`src/rtl/avmm_arb_pkg.sv`:
```
// Shared types for the two-requester Avalon-MM bridge arbiter.
// Requester IDs are one bit wide because there are exactly two requesters.
package avmm_arb_pkg;

    typedef enum logic {
        ARB_IDLE    = 1'b0,
        ARB_GRANTED = 1'b1
    } arb_state_t;

    typedef logic arb_id_t;

    localparam int ARB_N_REQ = 2;

endpackage

```
`src/rtl/avmm_arb_tag_fifo.sv`:
```
// Tag FIFO recording which requester owns each outstanding bridge read.
// Latency: push visible at head one cycle later; head and pop are combinational.
// Backpressure: push is dropped when full unless a pop happens in the same cycle.
module avmm_arb_tag_fifo
    import avmm_arb_pkg::*;
#(
    parameter  int DEPTH = 4,
    localparam int CNT_W = $clog2(DEPTH + 1)
) (
    input  logic             clk,
    input  logic             rst_n,
    input  logic             push_i,
    input  arb_id_t          push_id_i,
    input  logic             pop_i,
    output arb_id_t          head_o,
    output logic             full_o,
    output logic             empty_o,
    output logic [CNT_W-1:0] count_o
);

    localparam int PTR_W = (DEPTH > 1) ? $clog2(DEPTH) : 1;
    localparam logic [PTR_W-1:0] PTR_LAST = PTR_W'(DEPTH - 1);

    arb_id_t          mem_q [DEPTH];
    logic [PTR_W-1:0] wr_ptr_q;
    logic [PTR_W-1:0] rd_ptr_q;
    logic [CNT_W-1:0] count_q;
    logic             do_push;
    logic             do_pop;

    // Explicit wrap so non-power-of-two depths stay within the storage.
    function automatic logic [PTR_W-1:0] ptr_inc(input logic [PTR_W-1:0] p);
        return (p == PTR_LAST) ? '0 : p + 1'b1;
    endfunction

    assign full_o  = (count_q == CNT_W'(DEPTH));
    assign empty_o = (count_q == '0);
    assign count_o = count_q;
    assign head_o  = mem_q[rd_ptr_q];
    assign do_pop  = pop_i & ~empty_o;
    assign do_push = push_i & (~full_o | do_pop);

    always_ff @(posedge clk or negedge rst_n) begin
        if (!rst_n) begin
            for (int i = 0; i < DEPTH; i++) begin
                mem_q[i] <= '0;
            end
            wr_ptr_q <= '0;
            rd_ptr_q <= '0;
            count_q  <= '0;
        end else begin
            if (do_push) begin
                mem_q[wr_ptr_q] <= push_id_i;
                wr_ptr_q        <= ptr_inc(wr_ptr_q);
            end
            if (do_pop) begin
                rd_ptr_q <= ptr_inc(rd_ptr_q);
            end
            case ({do_push, do_pop})
                2'b10:   count_q <= count_q + 1'b1;
                2'b01:   count_q <= count_q - 1'b1;
                default: count_q <= count_q;
            endcase
        end
    end

endmodule

```
`src/rtl/avmm_bridge_arbiter.sv`:
```
// Two-requester to one-bridge Avalon-MM arbiter; ARB_FIXED_PRIO_EN selects fixed priority (requester 0).
// Latency: request at t -> bridge command at t+1; one transfer per grant (1-cycle bubble).
// Backpressure: s_waitrequest or a full read-tag FIFO stalls the granted requester; the other always waits.
module avmm_bridge_arbiter
    import avmm_arb_pkg::*;
#(
    parameter  int ADDR_W      = 19,
    parameter  int DATA_W      = 32,
    parameter  int MAX_PENDING = 4,
    localparam int BE_W        = DATA_W / 8,
    localparam int CNT_W       = $clog2(MAX_PENDING + 1)
) (
    input  logic              clk100_clk,
    input  logic              rst_clk100_reset_n,

    input  logic [ADDR_W-1:0] m0_address,
    input  logic              m0_read,
    input  logic              m0_write,
    input  logic [DATA_W-1:0] m0_writedata,
    input  logic [BE_W-1:0]   m0_byteenable,
    input  logic              m0_debugaccess,
    output logic              m0_waitrequest,
    output logic [DATA_W-1:0] m0_readdata,
    output logic              m0_readdatavalid,

    input  logic [ADDR_W-1:0] m1_address,
    input  logic              m1_read,
    input  logic              m1_write,
    input  logic [DATA_W-1:0] m1_writedata,
    input  logic [BE_W-1:0]   m1_byteenable,
    input  logic              m1_debugaccess,
    output logic              m1_waitrequest,
    output logic [DATA_W-1:0] m1_readdata,
    output logic              m1_readdatavalid,

    output logic [ADDR_W-1:0] s_address,
    output logic              s_read,
    output logic              s_write,
    output logic [DATA_W-1:0] s_writedata,
    output logic [BE_W-1:0]   s_byteenable,
    output logic              s_debugaccess,
    output logic              s_burstcount,
    input  logic              s_waitrequest,
    input  logic [DATA_W-1:0] s_readdata,
    input  logic              s_readdatavalid,

    output logic [CNT_W-1:0]  pending_cnt,
    output logic              err_spurious
);

    arb_state_t state_q;
    arb_id_t    grant_q;
    arb_id_t    last_grant_q;
    logic       err_q;

    arb_id_t    winner;
    logic       req0, req1;
    logic       granted;
    logic       g_read, g_write;
    logic       read_block;
    logic       stall;
    logic       accept;
    logic       tag_push, tag_pop;
    arb_id_t    tag_head;
    logic       tag_full, tag_empty;

    assign req0 = m0_read | m0_write;
    assign req1 = m1_read | m1_write;

    always_comb begin
        winner = arb_id_t'(1'b0);
        if (req0 && req1) begin
`ifdef ARB_FIXED_PRIO_EN
            winner = arb_id_t'(1'b0);
`else
            winner = ~last_grant_q;
`endif
        end else if (req1) begin
            winner = arb_id_t'(1'b1);
        end
    end

    assign granted = (state_q == ARB_GRANTED);
    assign g_read  = grant_q ? m1_read  : m0_read;
    assign g_write = grant_q ? m1_write : m0_write;

    assign s_address     = grant_q ? m1_address     : m0_address;
    assign s_writedata   = grant_q ? m1_writedata   : m0_writedata;
    assign s_byteenable  = grant_q ? m1_byteenable  : m0_byteenable;
    assign s_debugaccess = grant_q ? m1_debugaccess : m0_debugaccess;
    assign s_burstcount  = 1'b1;

    // Registered full flag keeps s_readdatavalid out of the s_read path.
    assign read_block = granted & g_read & tag_full;
    assign s_read     = granted & g_read & ~tag_full;
    assign s_write    = granted & g_write;
    assign stall      = s_waitrequest | read_block;
    assign accept     = (s_read | s_write) & ~s_waitrequest;

    assign m0_waitrequest = (granted && (grant_q == 1'b0)) ? stall : 1'b1;
    assign m1_waitrequest = (granted && (grant_q == 1'b1)) ? stall : 1'b1;

    assign tag_push = accept & s_read;
    assign tag_pop  = s_readdatavalid;

    assign m0_readdata      = s_readdata;
    assign m1_readdata      = s_readdata;
    assign m0_readdatavalid = s_readdatavalid & ~tag_empty & (tag_head == 1'b0);
    assign m1_readdatavalid = s_readdatavalid & ~tag_empty & (tag_head == 1'b1);
    assign err_spurious     = err_q;

    avmm_arb_tag_fifo #(
        .DEPTH (MAX_PENDING)
    ) u_tag_fifo (
        .clk       (clk100_clk),
        .rst_n     (rst_clk100_reset_n),
        .push_i    (tag_push),
        .push_id_i (grant_q),
        .pop_i     (tag_pop),
        .head_o    (tag_head),
        .full_o    (tag_full),
        .empty_o   (tag_empty),
        .count_o   (pending_cnt)
    );

    always_ff @(posedge clk100_clk or negedge rst_clk100_reset_n) begin
        if (!rst_clk100_reset_n) begin
            state_q      <= ARB_IDLE;
            grant_q      <= 1'b0;
            last_grant_q <= 1'b1;
        end else begin
            case (state_q)
                ARB_IDLE: begin
                    if (req0 || req1) begin
                        grant_q <= winner;
                        state_q <= ARB_GRANTED;
                    end
                end
                ARB_GRANTED: begin
                    if (accept) begin
                        last_grant_q <= grant_q;
                        state_q      <= ARB_IDLE;
                    end
                end
                default: state_q <= ARB_IDLE;
            endcase
        end
    end

    always_ff @(posedge clk100_clk or negedge rst_clk100_reset_n) begin
        if (!rst_clk100_reset_n) begin
            err_q <= 1'b0;
        end else if (s_readdatavalid && tag_empty) begin
            err_q <= 1'b1;
        end
    end

endmodule
```
`config.mk`:
```
export PLATFORM = sky130hd
export DESIGN_NAME = avmm_bridge_arbiter
export DESIGN_NICKNAME = d
export VERILOG_FILES = /design/src/rtl/avmm_arb_pkg.sv /design/src/rtl/avmm_arb_tag_fifo.sv /design/src/rtl/avmm_bridge_arbiter.sv
export SDC_FILE = /design/constraint.sdc
export NUM_CORES = 1
export LEC_CHECK = 0
export ABC_AREA = 1
export CAP_MARGIN = 0
export CORE_ASPECT_RATIO = 0.5
export CORE_UTILIZATION = 23
export DETAILED_ROUTE_END_ITERATION = 10
export PLACE_DENSITY = 0.78
export SLEW_MARGIN = 0
export SYNTH_ARGS = -nofsm -noshare
export SYNTH_HDL_FRONTEND = slang
export SYNTH_SLANG_ARGS = --single-unit
```
`constraint.sdc`:
```
create_clock -name clk100_clk -period 1.8 [get_ports clk100_clk]
set_input_delay 0.18 -clock clk100_clk [delete_from_list [all_inputs] [get_ports clk100_clk]]
set_output_delay 0.18 -clock clk100_clk [all_outputs]
set_load 0.02 [all_outputs]
```
======== Word level (Yosys, flattened, before mapping) ========
Cells that the tools add are included.
W data, S select, Z words.
operators by class
  bitwise gates (word level) .............. 24
  shift-type cells ........................ 0
  muxes and demuxes ....................... 22
  order comparisons ....................... 3
  $mul .................................... 0
  equal/unequal tests ..................... 5
  divide/modulo/power cells ............... 0
  reductions and logical operators ........ 10
  add/subtract/negate cells ............... 4
operators with widths
  operator               number
  $mux W32               1
  $mux W19               1
  $mux W1                12
  $and A1 B1 Y1          10
  $not A1 Y1             7
  $eq A2 B2 Y1 const B   3
  $ge A3 B3 Y1 const B   2
  $not A2 Y3             2
  $pmux W3 S2            1
  $logic_and A1 B1 Y1    5
  $or A1 B1 Y1           5
  $add A2 B1 Y2 const B  2
  $bwmux W4              1
  $mux W2                2
  $mux W4                1
  $reduce_and A2 Y1      2
  $add A3 B1 Y3 const B  1
  $eq A3 B3 Y1 const B   1
  $logic_not A3 Y1       1
  $lt A3 B1 Y1 const B   1
  $sub A3 B1 Y3 const B  1
  $bmux W1 S2            1
  $demux W1 S2           1
  $eq A2 B1 Y1 const B   1
  3 further kinds        3
storage, ports and cells
  register bits after elaboration ......... 15
  output and inout port bits .............. 131
  memories kept ........................... 0
  latch bits .............................. 0
  RAM bits ................................ 0
  bits in read-only memories .............. 0

======== Depth between registers and ports, before layout ========
Gate-level depths: netlist of run 1.
  word-level depth ........................ 9
  gate-level depth with buffers ........... 12
  gate-level depth less buffers ........... 12

======== Modules after synthesis ========
Synthesis of run 1 repeated with hierarchy kept, for this count alone.
unflattened totals
  cells, all modules ...................... 366
  area, all modules ....................... 2,167.1 um^2
by module, submodules not included
  module               area each (um^2)  instances  cells each
  avmm_bridge_arbiter  1,493.9           1          289
  avmm_arb_tag_fifo    673.1             1          77

======== Worst setup path before layout of run 1 ========
No wires, ideal clock.
  path type ............................... flip-flop to flip-flop
  start point ............................. reg u_tag_fifo.count_q[0], in the netlist u_tag_fifo.count_o[0]
  end point ............................... reg u_tag_fifo.count_q[2], in the netlist u_tag_fifo.count_o[2]
  required time ........................... 1.669 ns
  path buffers ............................ 0
  cell stages (with the launch flop) ...... 12
  slack ................................... -0.186 ns
  arrival time ............................ 1.855 ns
  period minus slack after synthesis ...... 1.986 ns
  cells stage by stage .................... dfrtp_1 inv_2 nand3_4 nand2_4 nor2_8 inv_1 ha_1 inv_1 fa_1 a21oi_1 o21ai_0 xor2_1
on the way
  cells in the longest elaborated chain, start to end .. 9
  elaborated cells on any way between the ends .. 17
ends and longest elaborated chain
  item                                               RTL line                                            RTL
  from (decl)                                        avmm_arb_tag_fifo.sv:27                             logic [CNT_W-1:0] count_q;
  from (signal assigned)                             avmm_arb_tag_fifo.sv:60                             2'b10: count_q <= count_q + 1'b1;
  from (signal assigned)                             avmm_arb_tag_fifo.sv:61                             2'b01: count_q <= count_q - 1'b1;
  from (signal assigned)                             avmm_arb_tag_fifo.sv:62                             default: count_q <= count_q;
  $eq A3 B3 Y1                                       avmm_arb_tag_fifo.sv:36                             assign full_o = (count_q == CNT_W'(DEPTH));
  $not A1 Y1                                         avmm_arb_tag_fifo.sv:41, avmm_bridge_arbiter.sv:95
  $and A1 B1 Y1                                      avmm_bridge_arbiter.sv:95                           assign s_read = granted & g_read & ~tag_full;
  $or A1 B1 Y1                                       avmm_bridge_arbiter.sv:98                           assign accept = (s_read | s_write) & ~s_waitrequest;
  $and A1 B1 Y1                                      avmm_bridge_arbiter.sv:98
  $and A1 B1 Y1                                      avmm_bridge_arbiter.sv:103                          assign tag_push = accept & s_read;
  $and A1 B1 Y1                                      avmm_arb_tag_fifo.sv:41                             assign do_push = push_i & (~full_o | do_pop);
  $eq A2 B1 Y1 or $eq A2 B2 Y1 (tied branches)       avmm_arb_tag_fifo.sv:59                             case ({do_push, do_pop})
  $pmux W3 S2 or $reduce_bool A2 Y1 (tied branches)  n/a
Parallel ways exist; a longest one is shown, timed or not.
A chain may end at the register's enable or synchronous reset.

======== Worst setup path after layout of run 1 ========
  start point ............................. reg u_tag_fifo.count_q[1], in the netlist u_tag_fifo.count_o[1]
  end point ............................... reg u_tag_fifo.count_q[2], in the netlist u_tag_fifo.count_o[2]
The elaborated chain is that of the path after synthesis.

==> results.toml, run 1 <==
[run_status]
status = "completed"

[cells_and_area]
diodes = 0
layout-drive-gt1-share_pct = 11.8
n_fill_cell = 904
nNetsFinal = 653
syn2layout_area_growth_pct = 79.5

[floorplan]
ios = 283
rows = 24
core_sq_um = 8830
die_height_um = 69.9
fp.dieArea_sq_um = 9640
initial_core_util_pct = 24.0
die_w_um = 138

[synth]
ys_warn_count = 0
ys_ff_latch = 15
synth-edff-count = 0
synth.most_common_cell = "nand2_1"
netlist.area_leader.share_pct = 35.2
synthCells = 357
synth.area.top_cells = "nand2_1, buf_4, dfrtp_1, ha_1, buf_2"
synthFlopType = "dfrtp_1"
ys_top_cells_by_count = "nand2_1, buf_4, dfrtp_1"
syn_nets = 516
synth.distinct_cells = 26
netlist_area_sq_um = 2120
yosysTopAreaCell = "nand2_1"
async_flop_share_pct = 100
avgSynthCellArea_sq_um = 5.94
ys_seq_area_share_pct = 17.7

[sta]
finalCriticalPeriod_ps = 1780
slew_viol_final = 0
finClkSkew_ps = 4.10
max_freq_mhz = 563
rsz0062_at_grt = "true"
hold-worst-slack_ps = 256
fin_tns_setup_ps = 0
setup_viol = 0
hold_viol = 0
period_share_pct = 98.7

[hold_path]
hold_class = "in -> async"

[worst_setup_path]
critPathCaptureType = "register"
crit_buf_inv = 3
path_max_fanout = 4
crit_chain = "inv_2 -> nand3_4 -> nand2_4 -> nor2_8 -> inv_2 -> ha_4 -> inv_2 -> fa_2 -> a21oi_2 -> o21ai_1 -> xor2_1"
required_ps = 1930
worstSetupPathType = "reg -> reg"
cp_common_cell = "inv_2"
r2r_slack_ps = 20
cp.arrival_ps = 1900
cp-start-kind = "register"
cpMaxStageDelayCell = "dfrtp_2"
max_stage_delay_ps = 440
path_delay_family = "adder cells"

[clocking]
insertion_delay_ps = 250
cts.clk_slew.worst_paths_ps = 50
cts_tree = "done"
cts.sinks = 15
cts_max_path_buffers = 2
h-tree-depth = 1
cts_buffers = 3
clockRootBuffer = "clkbuf_16"

[route]
routedWlPerCell_um = 12.9
dr.first_iter.drc_count = 124
drc_errors = 0
postRouteAntennaNets = 0
wirelength_mm = 7.86
vias_per_cell = 4.15
dr_total_vias = 2529
first_pass_iters = 5

[place]
port_buffers = 185
globalplace.congestion = 0.816
dp_hpwl_mm = 6.49

[grt]
grt-ovfl-total = 0
grtUsageTotal_pct = 15.8
grt_start_max_net_pins = 38
grt_pass1_wl_mm = 12.0
grt_pass1_vias = 2410
antenna_found_initial = 0

[power]
power_density_nw_per_um2 = 1390
p_leak_nw = 1.96
vdd_ir_drop_max_uv = 506

[job]
drv_cap = 0
[worst paths after layout]
| kind | cells after the start | from | endpoint |
|---|---|---|---|
| worst min register to register | 2 | last_grant_q$_DFFE_PN1P_ | last_grant_q$_DFFE_PN1P_ |
| worst max register to register | 11 | u_tag_fifo.count_o[1]$_DFFE_PN0P_ | u_tag_fifo.count_o[2]$_DFFE_PN0P_ |
| min in group clk100_clk | 0 | s_readdata[14] | m0_readdata[14] |
| worst min-delay path | 2 | rst_clk100_reset_n | u_tag_fifo.count_o[0]$_DFFE_PN0P_ |
| max in group asynchronous | 2 | rst_clk100_reset_n | last_grant_q$_DFFE_PN1P_ |
| worst max-delay path | 11 | u_tag_fifo.count_o[1]$_DFFE_PN0P_ | u_tag_fifo.count_o[2]$_DFFE_PN0P_ |
[placed cells by master, fill, tap and decap left out, types with 5 or more instances in the layout]
master / synthesis / layout
buf_4: 67 / 24
clkdlybuf4s50_1: 0 / 123
dfrtp_1: 14 / 8
dfrtp_2: 0 / 6
dlygate4sd2_1: 0 / 55
ha_1: 6 / 5
inv_1: 11 / 9
nand2_1: 199 / 199
nand3_1: 7 / 7
nor2_1: 8 / 8
[sequential cells by signal, summed over array words and instances (netlist names)]
register,cells
u_tag_fifo.mem_q,4
u_tag_fifo.rd_ptr_q,2
u_tag_fifo.wr_ptr_q,2
err_spurious,1
last_grant_q,1
grant_q,1
u_tag_fifo.count_o,3
granted,1
[layer usage]
layer	global-route usage (%)	vias to the layer above	wire length [um]
met4	4.23	0	123
met5	0	-	0
li1	-	1293	-
met3	5.88	24	715
met1	19.1	1109	3220
met2	26.2	103	3810
[layout make-up]
cell class	instances	area (sq um)	area share (%)
repair buffers	211	1980	52.0
clock inverters	1	5.00	0.131
well taps	117	146	3.84
inverters	14	55.1	1.44
multi-input cells	249	1160	30.5
flip-flops and latches	15	384	10.1
clock buffers	3	75.1	1.97
[cell families after synthesis]
group           after synthesis  share of synthesized area [%]
buf+inv                      93                           28.9
compound gates               15                           4.66
fa+ha+maj                     7                           4.48
other cells                   1                          0.177
flops                        15                           17.7
xor+xnor                      2                          0.826
simple gates                224                           43.2
[report_power, final]
part           internal, mW  leakage (nW)  switching (mW)
clock                 0.297        0.0409           0.145
sequential            0.522         0.172           0.173
combinational          1.75          1.75            2.42
[metrics by stage]
stage / instances / setup slack [ps] / util [%] / total power, mW / instance area, sq um
2_1_floorplan: 357 / -45.8 / - / 3.21 / 2130
5_1_grt: 610 / -73.6 / 43.2 / 5.76 / 3810
4_1_cts: 610 / -15.5 / 43.2 / 5.29 / 3810
3_5_place_dp: 601 / -259 / 42.3 / 5.12 / 3730
6_report: 610 / 23.9 / 43.2 / 5.31 / 3810
3_3_place_gp: 601 / -214 / 42.3 / 5.06 / 3730
[timing repair]
action,4_1_cts,5_1_grt
hold buffers,0,0
setup buffers,5,0
setup endpoints to repair,62,12
gates resized for setup,70,12
pin swaps,5,4
(Power assumes the default switching activity.)
==> run 2: changes to the inputs <==
- CTS_CLUSTER_DIAMETER: not set -> 120
==> results of run 2 <==
The final DEF is identical to that of run 1; final timing and power are the same.
